$ cat src/rtl/grf_scoreboard.sv
// Hazard scoreboard and write-port sequencer for the 32x32 GRF.
// It tracks in-flight destinations in order and stalls issue on RAW/WAW hazards.
module grf_scoreboard #(
    parameter int DEPTH = 4,
    parameter int AW    = 2
) (
    input  logic          clk,
    input  logic          reset,
    input  logic          flush,
    input  logic          iss_valid,
    input  logic [4:0]    iss_rs,
    input  logic [4:0]    iss_rt,
    input  logic          iss_use_rs,
    input  logic          iss_use_rt,
    input  logic          iss_wr,
    input  logic [4:0]    iss_rd,
    output logic          iss_ready,
    input  logic          wb_valid,
    output logic          grf_we,
    output logic [4:0]    grf_a3,
    output logic [AW:0]   pending,
    output logic [31:0]   busy,
    output logic          err
);

    localparam logic [AW:0] DEPTH_C = (AW+1)'(DEPTH);

    logic [31:0]   busy_q, busy_d;
    logic [4:0]    queue_q [DEPTH];
    logic [4:0]    queue_d [DEPTH];
    logic [AW-1:0] head_q, head_d, tail_q, tail_d;
    logic [AW:0]   count_q, count_d;
    logic          err_q, err_d;

    logic hazard_s, wr_nz_s, full_s, nonempty_s, fire_s, enq_s, pop_s;

    // Issue/writeback decode; hazards use registered busy only (no bypass)
    always_comb begin
        hazard_s   = (iss_use_rs && busy_q[iss_rs]) ||
                     (iss_use_rt && busy_q[iss_rt]) ||
                     (iss_wr     && busy_q[iss_rd]);
        wr_nz_s    = iss_wr && (iss_rd != 5'd0);
        full_s     = (count_q == DEPTH_C);
        nonempty_s = (count_q != {(AW+1){1'b0}});
        iss_ready  = !reset && !flush && !hazard_s && !(wr_nz_s && full_s);
        fire_s     = iss_valid && iss_ready;
        enq_s      = fire_s && wr_nz_s;
        pop_s      = wb_valid && nonempty_s && !flush;
        grf_we     = pop_s;
        if (nonempty_s) begin
            grf_a3 = queue_q[head_q];
        end else begin
            grf_a3 = 5'd0;
        end
    end

    // Next-state computation for busy vector, queue, pointers and error flag
    always_comb begin
        busy_d  = busy_q;
        queue_d = queue_q;
        head_d  = head_q;
        tail_d  = tail_q;
        count_d = count_q;
        err_d   = err_q;
        if (flush) begin
            busy_d  = 32'd0;
            head_d  = {AW{1'b0}};
            tail_d  = {AW{1'b0}};
            count_d = {(AW+1){1'b0}};
        end else begin
            if (wb_valid && !nonempty_s) begin
                err_d = 1'b1;
            end else begin
                err_d = err_q;
            end
            // Set and clear never collide: WAW stall keeps busy regs out of issue
            if (pop_s) begin
                busy_d[queue_q[head_q]] = 1'b0;
                head_d = head_q + AW'(1);
            end else begin
                head_d = head_q;
            end
            if (enq_s) begin
                queue_d[tail_q] = iss_rd;
                busy_d[iss_rd]  = 1'b1;
                tail_d = tail_q + AW'(1);
            end else begin
                tail_d = tail_q;
            end
            case ({enq_s, pop_s})
                2'b10:   count_d = count_q + (AW+1)'(1);
                2'b01:   count_d = count_q - (AW+1)'(1);
                default: count_d = count_q;
            endcase
        end
        busy_d[0] = 1'b0;
    end

    // State registers with synchronous active-high reset
    always_ff @(posedge clk) begin
        if (reset) begin
            busy_q  <= 32'd0;
            head_q  <= {AW{1'b0}};
            tail_q  <= {AW{1'b0}};
            count_q <= {(AW+1){1'b0}};
            err_q   <= 1'b0;
            for (int i = 0; i < DEPTH; i++) begin
                queue_q[i] <= 5'd0;
            end
        end else begin
            busy_q  <= busy_d;
            head_q  <= head_d;
            tail_q  <= tail_d;
            count_q <= count_d;
            err_q   <= err_d;
            queue_q <= queue_d;
        end
    end

    assign busy    = busy_q;
    assign pending = count_q;
    assign err     = err_q;

endmodule

$ cat config.mk
export PLATFORM = sky130hd
export DESIGN_NAME = grf_scoreboard
export DESIGN_NICKNAME = d
export VERILOG_FILES = /design/src/rtl/grf_scoreboard.sv
export SDC_FILE = /design/constraint.sdc
export NUM_CORES = 1
export LEC_CHECK = 0
export BUFFER_PORTS_ARGS = -buffer_cell sky130_fd_sc_hd__buf_2
export CAP_MARGIN = 20
export CORE_MARGIN = 1
export CORE_UTILIZATION = 60
export CTS_CLUSTER_SIZE = 24
export DETAILED_ROUTE_END_ITERATION = 12
export GPL_TIMING_DRIVEN = 0
export PLACE_DENSITY = 0.88
export REMOVE_ABC_BUFFERS = 1
export SETUP_SLACK_MARGIN = 0.15
export SLEW_MARGIN = 20
export SYNTH_ARGS = -nofsm -noshare
export SYNTH_HDL_FRONTEND = slang
export SYNTH_SLANG_ARGS = --single-unit
export TNS_END_PERCENT = 1
$ cat constraint.sdc
create_clock -name clk -period 8.1 [get_ports clk]
set_clock_uncertainty 0.15 [all_clocks]
set_input_delay 1.62 -clock clk [delete_from_list [all_inputs] [get_ports clk]]
set_output_delay 1.62 -clock clk [all_outputs]
set_load 0.02 [all_outputs]
==> impl_metrics.csv <==
group,metric,value,unit
die,die_width,79.0,um
synth,synth_compound_area_share,15.6,%
grt,grt_pass1_wl,16500,um
power,p_sw_share,24.9,%
die,fp.dieArea,6250,sq um
cts,cts_buffers,9,
sta,finalCritPeriodShare,68.7,%
flow_run,drv_cap,0,
drt,route.detailed.drc,0,
finish,syn_to_final_growth,15.0,%
power,p_int,467,uW
cts,postCtsHoldBufs,0,
cts,path_clk_slew,0.07,ns
sta,finalHoldViolations,0,
setup_path,reg2reg_from,"busy[7]$_SDFF_PP0_",
synth,synth_flop_cell,"dfxtp_1",
die,io-pin-count,66,
cts,cts_max_level,3,
cts,clk_latency,0.34,ns
synth,synth.most_common_cell,"dfxtp_1",
min_path,min_path_type,"reg2reg",
setup_path,reg2regPathDepth,13,
sta,layout_setup_ws,2.54,ns
synth,synth_area,3560,sq um
synth,synth-edff-count,0,
drt,wl_per_cell,20.3,um
setup_path,r2r_end,"pending[2]$_SDFFE_PP0P_",
setup_path,start_kind,"input pin",
cts,root_buffer,"clkbuf_8",
grt,grt-ovfl-total,0,
status,run_status,"complete, no violations",
synth,synthArstFlopShare,0,%
cts,cts.sinks,59,
synth,ys_types,51,
power,max-vdd-ir-drop,0.000123,V
grt,grt_max_degree,25,
power,p_switching,155,uW
cts,cts_tree,"done",
synth,ys_ff_latch,59,
power,clkPwrFrac,44.2,%
setup_path,worstSetupPathType,"in2out",
grt,antenna_found_initial,0,
finish,antenna_cells,0,
sta,relSlewSlack,21.7,%
sta,finalSetupTns,0,ns
synth,synth_fa_ha_area_share,2.32,%
place,place_inst,498,
place,gp_congestion,0.856,
place,place_hpwl,7240,um
synth,yosys.area.top_type_share,33.2,%
finish,drive_gt1_share,27.4,%
grt,grt_use_total,35.2,%
sta,period_minus_slack,5.56,ns
synth,synth_top_family_by_area,"simple AND/OR/NAND/NOR gates",
min_path,whs_endpoint,"queue_q[13]$_SDFFE_PP0P_",
drt,vias,3465,
sta,finalSetupViolCount,0,
sta,tightest_slew,1.17,ns
min_path,hold_start,"queue_q[13]$_SDFFE_PP0P_",
die,rows,27,
drt,drtIter0Drc,475,
die,start_util,63.5,%
drt,first_pass_iters,5,
power,power_per_cell_area,152,nW/um^2
synth,syn-mean-instance-area,9.23,sq um
setup_path,rrSetupSlack,4.33,ns
synth,synthMuxAreaShare,21.5,%
die,placeableCoreArea,5610,sq um
place,io_buffer_count,64,
synth,synth_xor_area_share,1.23,%
synth,syn_inst,386,
sta,slew_violations,0,
cts,post-cts-setup-buffers,0,
finish,fin_cells,513,
synth,yosys.area_share.simple,21.8,%
sta,max_freq,180,MHz
finish,nNetsFinal,466,
grt,grt_pass1_vias,3221,
cts,clock_path_buffers,2,
synth,ys_seq_area_share,33.2,%
power,seq_power_share,46.9,%
power,leakage,1.53,nW
synth,synth_area_leaders,"dfxtp_1, mux4_2, o21ai_0, mux2i_1, nand2b_1",
place,dp_slack,2.63,ns
drt,drtAntennaViolNets,0,
synth,yosysWarnings,0,
finish,fill_cells,428,
setup_path,cp-end-kind,"output pin",
min_path,whs_path_depth,2,
setup_path,arrival,3.79,ns
sta,rsz0062_at_grt,"false",
finish,final_core_util,73.0,%
drt,routed_via_density,6.75,
die,die_h,79.0,um
setup_path,critical_path_required,6.33,ns
synth,synth_common_cells,"dfxtp_1, o21ai_0, nand3_1, nand2b_1, mux4_2",
power,power_frac_comb,8.9,%
setup_path,crit_fanout,18,
drt,wirelength,10400,um
synth,yosysTopAreaCell,"dfxtp_1",
cts,post_cts_resized,0,
==> registers in the layout (all words and copies together), names as in the netlist <==
register and count:
err 1, tail_q 2, busy 31, pending 3
queue_q 20, head_q 2
==> logic make-up after synthesis <==
group,Yosys count
compound gates,94
xor+xnor,5
fa+ha+maj,6
buf+inv,37
flops,59
mux,48
other cells,1
simple gates,136
==> per-stage QoR <==
stage	power [mW]	instance area, sq um	hold WS (ns)
3_5_place_dp	0.352	3890	0.313
3_3_place_gp	0.350	3860	0.301
5_1_grt	0.637	4100	0.347
6_report	0.622	4100	0.320
4_1_cts	0.621	4090	0.327
2_1_floorplan	0.326	3450	0.295
==> area by class of cell <==
class / instances / area, sq um / share of cell area, %
multi-input combinational: 290 / 2240 / 54.7
sequential: 59 / 1180 / 28.8
timing repair buffer: 66 / 343 / 8.37
clock buffer: 11 / 151 / 3.70
tap: 72 / 90.1 / 2.20
clock inverter: 4 / 50.0 / 1.22
inverter: 11 / 41.3 / 1.01
==> placed cells by master, fill, tap and decap left out, drive strengths merged, types with 5 or more instances in the layout <==
cell    instances
buf            66
dfxtp          59
o21ai          46
nand3          25
nand2b         24
mux4           22
nand2          21
a21oi          18
mux2i          17
nor2           17
o211ai         16
nor2b          11
inv            11
clkbuf         11
mux2            9
and2            5
or3             5
nor3b           5
nand4           5
ha              5
==> power groups by stage <==
stage                     logic [mW]  registers, mW  clock network, mW
after floorplan               0.0271          0.299                  0
after global placement        0.0514          0.298                  0
after global routing          0.0591          0.292              0.286
final                         0.0552          0.292              0.275
after CTS                     0.0539          0.292              0.275
after detailed placement      0.0536          0.298                  0
==> worst max-delay path by stage <==
stage                              end  startpoint  cells past startpoint
2_1_floorplan                iss_ready   iss_rs[1]                      5
3_3_place_gp   pending[2]$_SDFFE_PP0P_   iss_rd[0]                     13
3_5_place_dp                 iss_ready   iss_rd[0]                      8
4_1_cts                      iss_ready   iss_rd[0]                      8
5_1_grt                      iss_ready   iss_rd[0]                      8
6_report                     iss_ready   iss_rd[0]                      8
==> metal layers <==
metal	routed length, um	track usage, %	part of all wire [%]
met5	0	0	0
met4	527	20.4	5.1
met3	958	7.01	9.2
met2	4930	56.1	47
met1	4000	44.2	38
==> worst max-delay path, stage by stage <==
cell and delay [ns]:
buf_2 0.35, mux4_2 0.55, and2_1 0.19, a311oi_2 0.29, nand4_1 0.22, o21a_1 0.16
nor3_1 0.19, buf_2 0.21
Note: power is estimated with default switching activity, not from simulation.
